--- src/rtl/ctrl_pipe.sv ---
// Control-word pipeline from decode through ID/EX, EX/MEM and MEM/WB.
// Inserts load-use bubbles, squashes on taken branches and freezes on stall_in.
module ctrl_pipe #(
    parameter int unsigned REG_W = 6,
    parameter int unsigned CNT_W = 16
) (
    input  logic             clk,
    input  logic             rst_n,
    input  logic             id_valid,
    input  logic [4:0]       id_ex_ctrl,
    input  logic [3:0]       id_mem_ctrl,
    input  logic [REG_W-1:0] id_rd,
    input  logic [REG_W-1:0] id_rs,
    input  logic [REG_W-1:0] id_rt,
    input  logic             stall_in,
    input  logic             mem_cond,
    output logic [2:0]       ex_aluop,
    output logic             mem_read,
    output logic             mem_write,
    output logic             wb_reg_write,
    output logic             wb_mem_to_reg,
    output logic             wb_pc_to_reg,
    output logic [REG_W-1:0] wb_rd,
    output logic             id_hold,
    output logic             flush,
    output logic [CNT_W-1:0] hazard_cnt
);

    typedef struct packed {
        logic             valid;
        logic [4:0]       ex;   // {ALUOP[2:0], MemRead, MemWrite}
        logic [3:0]       mem;  // {RegWrite, MemToReg, PCtoReg, Branch}
        logic [REG_W-1:0] rd;
    } stage_t;

    localparam stage_t Bubble = '0;

    stage_t           idex_q, idex_d;
    stage_t           exmem_q, exmem_d;
    stage_t           memwb_q, memwb_d;
    stage_t           decode_entry;
    logic [CNT_W-1:0] cnt_q, cnt_d;
    logic             taken;
    logic             hazard;
    logic             rs_match;
    logic             rt_match;

    always_comb begin
        decode_entry = Bubble;
        if (id_valid) begin
            decode_entry.valid = 1'b1;
            decode_entry.ex    = id_ex_ctrl;
            decode_entry.mem   = id_mem_ctrl;
            decode_entry.rd    = id_rd;
        end
    end

    assign rs_match = (idex_q.rd == id_rs);
    assign rt_match = (idex_q.rd == id_rt);
    assign taken    = exmem_q.valid & exmem_q.mem[0] & mem_cond;
    assign hazard   = idex_q.valid & idex_q.ex[1] & id_valid & (rs_match | rt_match);

    // A stall masks the flush so a pending taken branch fires after release.
    assign flush   = ~stall_in & taken;
    assign id_hold = stall_in | (~taken & hazard);

    always_comb begin
        idex_d  = idex_q;
        exmem_d = exmem_q;
        memwb_d = memwb_q;
        cnt_d   = cnt_q;
        if (stall_in) begin
            idex_d  = idex_q;
        end else if (taken) begin
            memwb_d = exmem_q;
            exmem_d = Bubble;
            idex_d  = Bubble;
        end else if (hazard) begin
            memwb_d = exmem_q;
            exmem_d = idex_q;
            idex_d  = Bubble;
            if (cnt_q != {CNT_W{1'b1}}) begin
                cnt_d = cnt_q + 1'b1;
            end
        end else begin
            memwb_d = exmem_q;
            exmem_d = idex_q;
            idex_d  = decode_entry;
        end
    end

    always_ff @(posedge clk or negedge rst_n) begin
        if (!rst_n) begin
            idex_q  <= Bubble;
            exmem_q <= Bubble;
            memwb_q <= Bubble;
            cnt_q   <= '0;
        end else begin
            idex_q  <= idex_d;
            exmem_q <= exmem_d;
            memwb_q <= memwb_d;
            cnt_q   <= cnt_d;
        end
    end

    assign ex_aluop      = idex_q.ex[4:2];
    assign mem_read      = exmem_q.ex[1];
    assign mem_write     = exmem_q.ex[0];
    assign wb_reg_write  = memwb_q.mem[3];
    assign wb_mem_to_reg = memwb_q.mem[2];
    assign wb_pc_to_reg  = memwb_q.mem[1];
    assign wb_rd         = memwb_q.rd;
    assign hazard_cnt    = cnt_q;

endmodule

--- config.mk ---
export PLATFORM = sky130hd
export DESIGN_NAME = ctrl_pipe
export DESIGN_NICKNAME = d
export VERILOG_FILES = /design/src/rtl/ctrl_pipe.sv
export SDC_FILE = /design/constraint.sdc
export NUM_CORES = 1
export LEC_CHECK = 0
export BUFFER_PORTS_ARGS = -buffer_cell sky130_fd_sc_hd__clkbuf_2
export CAP_MARGIN = 20
export CORE_UTILIZATION = 51
export DETAILED_ROUTE_END_ITERATION = 12
export PLACE_DENSITY = 0.89
export SKIP_LAST_GASP = 1
export SLEW_MARGIN = 5
export SYNTH_ARGS = -nofsm -noshare
export SYNTH_HDL_FRONTEND = slang
export SYNTH_SLANG_ARGS = --single-unit
--- constraint.sdc ---
create_clock -name clk -period 2.8 [get_ports clk]
set_clock_uncertainty 0.15 [all_clocks]
set_input_delay 0 -clock clk [delete_from_list [all_inputs] [get_ports clk]]
set_output_delay 0 -clock clk [all_outputs]
set_load 0.01 [all_outputs]
# ---- Word level (Yosys, flattened, before mapping)
# Index checks and enable logic that the tools add are counted.
dict set report totals {
  in_bits 32
  output_inout_bits 32
  register_bits 55
  word_cells 31
}
dict set report classes {
  muxes 4
  n_eq_ne 3
  n_reduce_logical 1
  bitwise 11
  n_addsub 1
}
# operator count
set ops {}
lappend ops {{16-bit 2-to-1 mux} 4}
lappend ops {{16-bit by 1-bit adder with 16-bit output (second input constant)} 1}
lappend ops {{16-bit inequality test (second input constant)} 1}
lappend ops {{6-bit == test} 2}
lappend ops {{1-bit AND} 7}
lappend ops {{4-bit AND reduction} 1}
lappend ops {{1-bit NOT} 2}
lappend ops {{1-bit OR} 2}

# ---- Longest topological paths before layout
dict set report logic_depth {
  word_depth 5
  ltp_mapped 6
  depth_no_buf 6
}

# ---- Worst setup path before layout
# OpenSTA, ideal clock, no wires.
dict set report synth_path {
  path_type {reg-to-reg}
  start {reg idex_q[5] (netlist bit)}
  end {reg idex_q[10] (netlist bit)}
  t_arrival_ns 1.781
  setup_slack_ns 0.748
  synth_period_minus_slack_ns 2.052
  path_stages_with_launch 7
  setup_time_ns 0.121
  required_time_ns 2.529
  cell_sequence {dfrtp_1 xor2_1 or4_4 o22ai_4 nor2_2 buf_6 a22o_1}
}
dict set report synth_via {
  elab_chain_len 5
}
# item line_no
set synth_rtl {}
lappend synth_rtl {{start: declaration} 38} ;# stage_t idex_q, idex_d;
lappend synth_rtl {{start signal: assignment} 94} ;# idex_q <= Bubble;
lappend synth_rtl {{start signal: assignment} 99} ;# idex_q <= idex_d;
lappend synth_rtl {{6-bit == test, on equally long branches} {58, 59}}
lappend synth_rtl {{1-bit OR (*)} 61} ;# assign hazard = idex_q.valid & idex_q.ex[1] & id_valid & (rs_match | rt_match);
lappend synth_rtl {{1-bit AND (*)} 61}
lappend synth_rtl {{16-bit 2-to-1 mux (*)} 78} ;# end else if (hazard) begin
lappend synth_rtl {{16-bit 2-to-1 mux (*)} 74} ;# end else if (taken) begin
# Mark *: on every way between the ends. The rest lies on a longest branch, timed or not.
# A chain may end at the register's enable or synchronous reset.

# ---- Final worst setup path
dict set report layout_path {
  start {reg idex_q[3] (netlist bit)}
  end {out id_hold}
}
dict set report layout_via {
  elab_chain_len 5
}
# item line_no
set layout_rtl {}
lappend layout_rtl {{6-bit == test, on equally long branches} {58, 59}}
lappend layout_rtl {{1-bit OR (*)} 61}
lappend layout_rtl {{1-bit AND (*)} 61}
lappend layout_rtl {{1-bit AND (*)} 65} ;# assign id_hold = stall_in | (~taken & hazard);
lappend layout_rtl {{1-bit OR (*)} 65}
lappend layout_rtl {{end: declaration} 24} ;# output logic id_hold,
# Marked as above.

==> flow_metrics.py <==
metrics = {
    "logic_synthesis": {
        "ys_top_cells_by_area": "dfrtp_1, a22o_1, xnor2_1",
        "ys_ff_latch": 54,
        "synth_async_sr_flop_share": 1.00,
        "synth_nets": 209,
        "ys.warnings.count": 0,
        "syn_inst": 176,
        "yosysSeqAreaShare": 0.585,
        "ys.flop_type": "dfrtp_1",
        "yosys.area.top_type_share": 0.585,
        "synth_area_per_cell_um2": 13.1,
        "synth_cell_types": 28,
        "syn_area_mm2": 0.00231,
        "synth_edf_count": 0,
        "yosysTopAreaCell": "dfrtp_1",
    },
    "worst_hold_path": {
        "min_path_type": "primary input to register",
        "holdPathStages": 3,
    },
    "setup_path": {
        "critPathMaxStageDelay_ps": 530,
        "cp_max_fo": 17,
        "critPathLaunchType": "register",
        "path_class": "register to primary output",
        "r2r_cells": 5,
        "worstPathCellList": "xor2_1 -> or4_4 -> o22ai_4 -> a31o_2 -> clkbuf_2",
        "worst_setup_path_end_kind": "primary output",
        "slowest_stage": "or4_4",
        "required_ps": 2650,
        "arrival_ps": 2280,
    },
    "floorplanning": {
        "ioPinCount": 64,
        "initial_core_util": 0.530,
        "die_h_um": 69.3,
        "core_area_mm2": 0.00435,
        "chipWidth_um": 69.3,
        "die-area_mm2": 0.00480,
        "fp-row-count": 24,
    },
    "clock_tree": {
        "cts.sinks": 54,
        "clkTransAtPathRegs_ps": 100,
        "clockRootBuffer": "clkbuf_8",
        "cts_buffers": 5,
        "cts_resized": 0,
        "clock_path_buffers": 2,
        "cts.htree.levels": 2,
        "clk_latency_ps": 310,
        "cts_tree": "done",
    },
    "timing": {
        "hold_ws_ps": 62.0,
        "fmax_mhz": 411,
        "slew_viol_final": 0,
        "tightest_slew_ps": 779,
        "finalHoldViolCount": 0,
        "fin_crit_sh": 0.869,
        "rsz0062_at_grt": "no",
        "tns_ps": 0,
        "maxSlewHeadroom": 0.476,
        "setup_viol": 0,
        "period_needed_ps": 2430,
    },
    "power": {
        "switchingPower_w": 0.000400,
        "p_clk_frac": 0.288,
        "power.internal_w": 0.00113,
        "pwr-share-seq": 0.577,
        "powerDensity_mw_per_mm2": 527,
        "ir_drop_v": 0.000346,
        "p_leak_nw": 1.44,
        "swShare": 0.262,
        "combPwrFrac": 0.135,
    },
    "placed_design": {
        "dpl_cell_area_mm2": 0.00264,
        "gp_congestion": 0.824,
        "portBuffers": 63,
        "hpwlAfterDp_mm": 3.24,
    },
    "detailed_routing": {
        "drc": 0,
        "first_iter_violations": 112,
        "drtPass1Iterations": 4,
        "ant_nets": 0,
        "via_count": 1706,
        "wl_per_cell_um": 15.9,
        "viasPerCell": 5.56,
        "wl_mm": 4.87,
    },
    "global_routing": {
        "grt_pass1_vias": 1678,
        "grt_pass1_wl_mm": 8.16,
        "antenna_found_initial": 0,
        "track_usage": 0.219,
        "grt_max_degree": 55,
        "overflow": 0,
    },
    "final_layout": {
        "largest_register_ffs": 16,
        "finish.utilization": 0.666,
        "fin_area_mm2": 0.00290,
        "drive_gt1_frac": 0.345,
        "area_growth_pct": 25.5,
        "diodes": 0,
        "fin_nets": 287,
    },
    "run_status": {
        "status": "complete, no violations",
    },
    "job": {
        "cap_violations": 0,
    },
}
-- worst max-delay path: cells and delay by family, from the launching register on --
kind                      cells  cell delay, ps
and+or+nand+nor               1             530
DFF                           1             450
xor gates and xnor gates      1             200
buffers and inverters         1             130
AOI/OAI and AO/OA             2             660
-- Yosys cell counts, types with 2 or more instances --
cell type and n:
a22o_1 28, and2_1 3, and3_1 4, buf_4 3
buf_6 2, clkbuf_1 5, dfrtp_1 54, mux2_2 9
nand2_1 3, nand3_1 9, nand3b_1 2, nand4_1 10
nor2_1 3, nor4_1 2, xnor2_1 21, xor2_1 6
-- repair_timing --
action | in CTS | in global routing
buffers inserted | 0 | 0
hold buffers | 16 | 0
hold endpoints to repair | 69 | 0
-- kinds of logic (layout without fill, tap and decap cells) --
| group | Yosys count | in the layout | synth area share |
|---|---|---|---|
| flops | 54 | 54 | 0.585 |
| simple gates | 41 | 41 | 0.105 |
| mux | 10 | 10 | 0.0488 |
| xor+xnor | 27 | 27 | 0.102 |
| buf+inv | 11 | 90 | 0.0293 |
| compound gates | 32 | 32 | 0.125 |
| fa+ha+maj | 1 | 1 | 0.00542 |
-- cells in the final DEF (no fill, tap or decap), types with 4 or more instances in the layout --
cell type,n
a22o_1,28
and3_1,4
clkbuf_2,63
clkbuf_8,5
dfrtp_1,54
dlygate4sd3_1,16
mux2_2,9
nand3_1,9
nand4_1,10
xnor2_1,21
xor2_1,6
-- final timing paths --
kind                                               to  slack, ps                        from
max                                           id_hold        370       idex_q[3]$_DFFE_PN0N_
min                            exmem_q[5]$_DFFE_PN0N_         60                    mem_cond
max reg2reg                     idex_q[8]$_DFFE_PN0N_        430       idex_q[3]$_DFFE_PN0N_
min reg2reg                hazard_cnt[13]$_DFFE_PN0P_        360  hazard_cnt[13]$_DFFE_PN0P_
max in group asynchronous  hazard_cnt[15]$_DFFE_PN0P_       1860                       rst_n
min in group asynchronous     exmem_q[15]$_DFFE_PN0N_        200                       rst_n
-- power by group through the flow --
stage          logic (W)  clock network, W  registers, W
2_1_floorplan   0.000102                 0      0.000893
4_1_cts         0.000207          0.000449      0.000879
5_1_grt         0.000226          0.000479      0.000889
3_5_place_dp    0.000188                 0      0.000895
3_3_place_gp    0.000180                 0      0.000891
6_report        0.000207          0.000440      0.000880
-- stage by stage --
stage / instances / worst slack [ps] / power (W)
after floorplan: 176 / 748 / 0.000995
after global placement: 282 / 532 / 0.00107
after detailed placement: 282 / 455 / 0.00108
after CTS: 306 / 357 / 0.00154
after global routing: 307 / 274 / 0.00159
final: 307 / 366 / 0.00153
-- layout make-up --
class	count	area, um^2
clock buffers	5	68.8
multi-input cells	111	891
repair buffers	82	498
well taps	52	65.1
fillers	305	1460
clock inverters	3	25.0
flip-flops and latches	54	1350
-- metal layers --
layer | vias to the layer above | global-route usage | part of all wire
li1 | 802 | - | -
met1 | 820 | 0.297 | 0.42
met2 | 72 | 0.348 | 0.50
met3 | 12 | 0.0363 | 0.056
met4 | 0 | 0.0952 | 0.024
met5 | - | 0 | 0
Power figures use the tool's default switching activity.
